**src/rtl/fp32_norm_round_sched.sv**
```systemverilog
// Round-robin scheduler sharing one combinational fp32 normalizer/rounder among NUM_REQ lanes.
// Two-stage pipeline: issue register drives the rounder, result register holds the packed result.
module fp32_norm_round_sched #(
    parameter int NUM_REQ  = 4,
    parameter int IN_WIDTH = 32,
    parameter int ID_W     = 2,
    parameter int CNT_W    = 16
) (
    input  logic                        clk,
    input  logic                        rst_n,
    input  logic [NUM_REQ-1:0]          req_valid,
    output logic [NUM_REQ-1:0]          req_ready,
    input  logic [NUM_REQ*IN_WIDTH-1:0] req_mant,
    input  logic [NUM_REQ*8-1:0]        req_exp,
    input  logic [NUM_REQ-1:0]          req_sign,
    input  logic                        cfg_dtz_en,
    output logic [IN_WIDTH-1:0]         nr_mant_raw,
    output logic [7:0]                  nr_exp,
    output logic                        nr_sign,
    output logic                        nr_dtz_en,
    input  logic [31:0]                 nr_fp_out,
    input  logic                        nr_ovf,
    input  logic                        nr_unf,
    input  logic                        nr_zero,
    output logic                        res_valid,
    input  logic                        res_ready,
    output logic [31:0]                 res_data,
    output logic [ID_W-1:0]             res_id,
    output logic [2:0]                  res_flags,
    input  logic                        cnt_clr,
    output logic [CNT_W-1:0]            ovf_cnt,
    output logic [CNT_W-1:0]            unf_cnt
);

    typedef struct packed {
        logic [IN_WIDTH-1:0] mant;
        logic [7:0]          exp;
        logic                sign;
        logic                dtz;
        logic [ID_W-1:0]     id;
    } s1_t;

    s1_t             s1;
    logic            s1_valid;
    logic [ID_W-1:0] rr_ptr;
    logic            s2_load, s1_adv, s1_load;
    logic            grant_vld;
    logic [ID_W-1:0] grant_id;
    logic [2*NUM_REQ-1:0] rot2;
    logic [NUM_REQ-1:0]   rot;
    logic [ID_W:0]        sum;
    logic            res_hs;

    assign s2_load = !res_valid || res_ready;
    assign s1_adv  = s1_valid && s2_load;
    assign s1_load = !s1_valid || s1_adv;
    assign res_hs  = res_valid && res_ready;

    // Rotate request vector so bit 0 is the lane at rr_ptr; lowest set bit wins.
    assign rot2 = {req_valid, req_valid} >> rr_ptr;
    assign rot  = rot2[NUM_REQ-1:0];

    always_comb begin
        grant_vld = 1'b0;
        grant_id  = '0;
        sum       = '0;
        for (int k = NUM_REQ - 1; k >= 0; k--) begin
            if (rot[k]) begin
                grant_vld = 1'b1;
                sum = {1'b0, rr_ptr} + (ID_W + 1)'(k);
                if (sum >= (ID_W + 1)'(NUM_REQ))
                    sum = sum - (ID_W + 1)'(NUM_REQ);
                grant_id = sum[ID_W-1:0];
            end
        end
    end

    always_comb begin
        req_ready = '0;
        if (rst_n && s1_load && grant_vld)
            req_ready = NUM_REQ'(1) << grant_id;
    end

    wire do_grant = s1_load && grant_vld;

    always_ff @(posedge clk or negedge rst_n) begin
        if (!rst_n) begin
            s1       <= '0;
            s1_valid <= 1'b0;
            rr_ptr   <= '0;
        end else if (do_grant) begin
            s1.mant  <= req_mant[grant_id*IN_WIDTH +: IN_WIDTH];
            s1.exp   <= req_exp[grant_id*8 +: 8];
            s1.sign  <= req_sign[grant_id];
            s1.dtz   <= cfg_dtz_en;
            s1.id    <= grant_id;
            s1_valid <= 1'b1;
            rr_ptr   <= (grant_id == ID_W'(NUM_REQ - 1)) ? '0 : grant_id + 1'b1;
        end else if (s1_adv) begin
            s1_valid <= 1'b0;
        end
    end

    always_ff @(posedge clk or negedge rst_n) begin
        if (!rst_n) begin
            res_valid <= 1'b0;
            res_data  <= '0;
            res_id    <= '0;
            res_flags <= '0;
        end else if (s1_adv) begin
            res_valid <= 1'b1;
            res_data  <= nr_fp_out;
            res_id    <= s1.id;
            res_flags <= {nr_ovf, nr_unf, nr_zero};
        end else if (res_ready) begin
            res_valid <= 1'b0;
        end
    end

    // Clear wins over a coincident event; increments stop at all-ones.
    always_ff @(posedge clk or negedge rst_n) begin
        if (!rst_n) begin
            ovf_cnt <= '0;
            unf_cnt <= '0;
        end else if (cnt_clr) begin
            ovf_cnt <= '0;
            unf_cnt <= '0;
        end else if (res_hs) begin
            if (res_flags[2] && !(&ovf_cnt)) ovf_cnt <= ovf_cnt + 1'b1;
            if (res_flags[1] && !(&unf_cnt)) unf_cnt <= unf_cnt + 1'b1;
        end
    end

    assign nr_mant_raw = s1.mant;
    assign nr_exp      = s1.exp;
    assign nr_sign     = s1.sign;
    assign nr_dtz_en   = s1.dtz;

endmodule

```
**config.mk**
```make
export PLATFORM = sky130hd
export DESIGN_NAME = fp32_norm_round_sched
export DESIGN_NICKNAME = d
export VERILOG_FILES = /design/src/rtl/fp32_norm_round_sched.sv
export SDC_FILE = /design/constraint.sdc
export NUM_CORES = 1
export LEC_CHECK = 0
export ABC_AREA = 1
export BUFFER_PORTS_ARGS = -buffer_cell sky130_fd_sc_hd__buf_2
export CAP_MARGIN = 20
export CORE_UTILIZATION = 46
export CTS_CLUSTER_DIAMETER = 120
export DETAILED_ROUTE_END_ITERATION = 7
export PLACE_DENSITY = 0.77
export REMOVE_ABC_BUFFERS = 1
export SYNTH_ARGS = -nofsm -noshare
export SYNTH_HDL_FRONTEND = slang
export SYNTH_SLANG_ARGS = --single-unit
```
**constraint.sdc**
```tcl
create_clock -name clk -period 2.77 [get_ports clk]
set_clock_uncertainty 0.15 [all_clocks]
set_input_delay 0.6925 -clock clk [delete_from_list [all_inputs] [get_ports clk]]
set_output_delay 0.6925 -clock clk [all_outputs]
set_load 0.05 [all_outputs]
```
==> flow_metrics.env <==
export IMPL_outcome="finished with violations"
export IMPL_violations="negative setup slack"
export IMPL_ys_types=33
export IMPL_hold_viol_final=0
export IMPL_fmax_mhz=333
export IMPL_ff2ff_setup_slack_ps=150
export IMPL_cell_internal_pwr_mw=6.60
export IMPL_synthCells=1110
export IMPL_final_period_minus_worst_setup_slack_ps=3000
export IMPL_setup_viol=4
export IMPL_rr_endpoint="nr_mant_raw[11]"
export IMPL_nFillCells=1476
export IMPL_seqPwrFrac=0.197
export IMPL_finalSetupTns_ps=-851
export IMPL_via_per_inst=4.90
export IMPL_grt_pass1_vias=7469
export IMPL_post_route_util=0.614
export IMPL_dr_pass1_iters=5
export IMPL_numCtsBuffers=17
export IMPL_end_kind="output port"
export IMPL_p_sw_mw=7.34
export IMPL_setup_ws_ps=-231
export IMPL_period_share=1.08
export IMPL_die_w_um=132
export IMPL_p_sw_frac=0.526
export IMPL_hpwl_um=15500
export IMPL_rsz0062_at_grt="yes"
export IMPL_synthTopCellsByArea="dfrtp_1 (38%), nand2_1 (16%), nand3_1 (13%)"
export IMPL_cts_root_buf="clkbuf_16"
export IMPL_final_cell_mix="nand2_1 (322), buf_2 (318), inv_1 (199), nand3_1 (189), dfrtp_1 (115)"
export IMPL_comb_power_share=0.631
export IMPL_synth_seq_cells=117
export IMPL_synth_ff_type="dfrtp_1"
export IMPL_track_usage=0.256
export IMPL_rows=47
export IMPL_cts_hold_buf=0
export IMPL_async_reset_ff_frac=1.00
export IMPL_yosys_warnings=0
export IMPL_die_h_um=132
export IMPL_fin_nets=1598
export IMPL_place_congestion=0.918
export IMPL_synth_largest_area_cell="dfrtp_1"
export IMPL_drv_slew=0
export IMPL_drt_total_wl_um=22200
export IMPL_die_area_um2=17400
export IMPL_syn2layout_area_growth_pct=31.0
export IMPL_path_clk_slew_ps=60
export IMPL_routedWlPerCell_um=13.7
export IMPL_ctsLongestPathBuffers=2
export IMPL_yosysSeqAreaShare=0.378
export IMPL_final_common_cell="nand2_1"
export IMPL_grt_max_degree=118
export IMPL_drt_initial_drc_count=314
export IMPL_rr_worst_depth=13
export IMPL_ant_nets=0
export IMPL_io_buffers=323
export IMPL_reg2reg_from="rr_ptr[0]"
export IMPL_yosysTopAreaCellShare=0.378
export IMPL_drive_gt1_frac=0.334
export IMPL_path_class="flip-flop to output port"
export IMPL_antenna_found_initial=3
export IMPL_cp_required_ps=1930
export IMPL_grt_pass1_wl_um=35800
export IMPL_clkLatencyLatePin_ps=410
export IMPL_slew_headroom=0.431
export IMPL_syn_area_um2=7740
export IMPL_num_vias=7936
export IMPL_startpoint_type="flip-flop"
export IMPL_arrival_ps=2160
export IMPL_synth_area_per_cell_um2=6.98
export IMPL_p_per_area_nw_per_um2=1370
export IMPL_cap_violations=0
export IMPL_max_vdd_ir_drop_uv=1070
export IMPL_drc=0
export IMPL_clock_sinks=117
export IMPL_leakage_nw=5.97
export IMPL_h_tree_depth=4
export IMPL_clkPwrFrac=0.172
export IMPL_core_area_um2=16500
export IMPL_overflow=0
export IMPL_path_max_fanout=8
export IMPL_cts_tree="built"
export IMPL_initial_core_util=0.469
export IMPL_synth_edff_count=0
export IMPL_hold_class="input port to asynchronous set/reset pin"
export IMPL_num_io_pins=324
export IMPL_worst_pin_slew_ps=854
## final cells by class
type / count / area [um2] / share of cell area
Tap cell: 220 / 275 / 0.0271
Multi-Input combinational cell: 691 / 3570 / 0.352
Clock buffer: 19 / 453 / 0.0446
Timing Repair Buffer: 352 / 1930 / 0.190
Clock inverter: 13 / 195 / 0.0192
Sequential cell: 117 / 2930 / 0.289
Antenna cell: 1 / 2.50 / 0.000247
Inverter: 207 / 787 / 0.0776
## layer usage
layer	wire length [um]	vias to the layer above	GRT usage
met5	22	-	0
met4	544	4	0.0975
met3	1710	53	0.0704
met2	11200	306	0.465
met1	8740	3641	0.285
li1	-	3932	-
## power by group through the flow
stage	Combinational (mW)	Sequential, mW	Clock [mW]
2_1_floorplan	4.03	4.76	0
3_3_place_gp	8.22	2.72	0
3_5_place_dp	8.35	2.74	0
4_1_cts	8.48	2.74	2.43
5_1_grt	9.64	2.82	2.51
6_report	8.79	2.75	2.40
## repair_timing
item,CTS,global route
setup endpoints to repair,4,4
gates resized for setup,22,26
buffers inserted,3,3
pin swaps,8,14
## critical path, cell delays in order (launching register included)
cell and delay (ps):
dfrtp_2 480, clkinv_4 140, nand2_4 110, nand3_2 80
nand2_1 90, nand2_2 90, nand2_2 90, nand2_2 80
nand2_4 90, ha_2 160, inv_1 40, nor2_2 120
buf_6 170
## registers in the layout, summed over array words and instances (netlist names), 2 cells and up
register     count
nr_mant_raw     32
res_data        32
ovf_cnt         16
unf_cnt         16
nr_exp           8
res_flags        3
res_id           2
rr_ptr           2
s1               2
## through the flow
stage / total power, mW / std cells / instance area [um2] / hold slack, ps / setup WS [ps]
finish: 13.9 / 1620 / 10100 / 139 / -231
global route: 15.0 / 1619 / 10100 / 260 / -348
CTS: 13.7 / 1615 / 9990 / 255 / -157
detailed placement: 11.1 / 1580 / 9250 / 311 / -138
global placement: 10.9 / 1580 / 9250 / 308 / -98.7
floorplan: 8.79 / 1015 / 7130 / 247 / -3150
## cell usage after synthesis, types with 2 or more instances
master	n
nand2_1	333
inv_1	201
nand3_1	196
dfrtp_1	117
buf_4	43
buf_2	36
mux2_2	35
nor2_1	34
o21ai_0	14
xor2_1	13
nor3_1	11
a21oi_1	10
o31ai_1	10
clkbuf_1	9
nand4_1	7
buf_6	6
nand2_2	5
ha_1	4
xnor2_1	4
inv_2	3
nor2_4	3
clkinv_1	2
nor3b_1	2
nor4_1	2
or2_2	2
## cells by family after synthesis
family,count (synthesis),share of synthesized area
and+or+nand+nor,597,0.335
buffers and inverters,302,0.179
DFF,117,0.378
AOI/OAI and AO/OA,38,0.0314
muxes,35,0.0509
xor gates and xnor gates,17,0.0192
adders and majority gates,4,0.00646
## how the worst max path moves through the flow
stage / endpoint / slack, ps / startpoint
2_1_floorplan: req_ready[1] / -3150 / req_valid[3]
3_3_place_gp: req_ready[2] / -100 / req_valid[3]
3_5_place_dp: req_ready[2] / -140 / req_valid[3]
4_1_cts: req_ready[2] / -160 / rr_ptr[0]
5_1_grt: req_ready[3] / -350 / rr_ptr[0]
6_report: req_ready[3] / -230 / rr_ptr[0]
(Power assumes the default switching activity.)
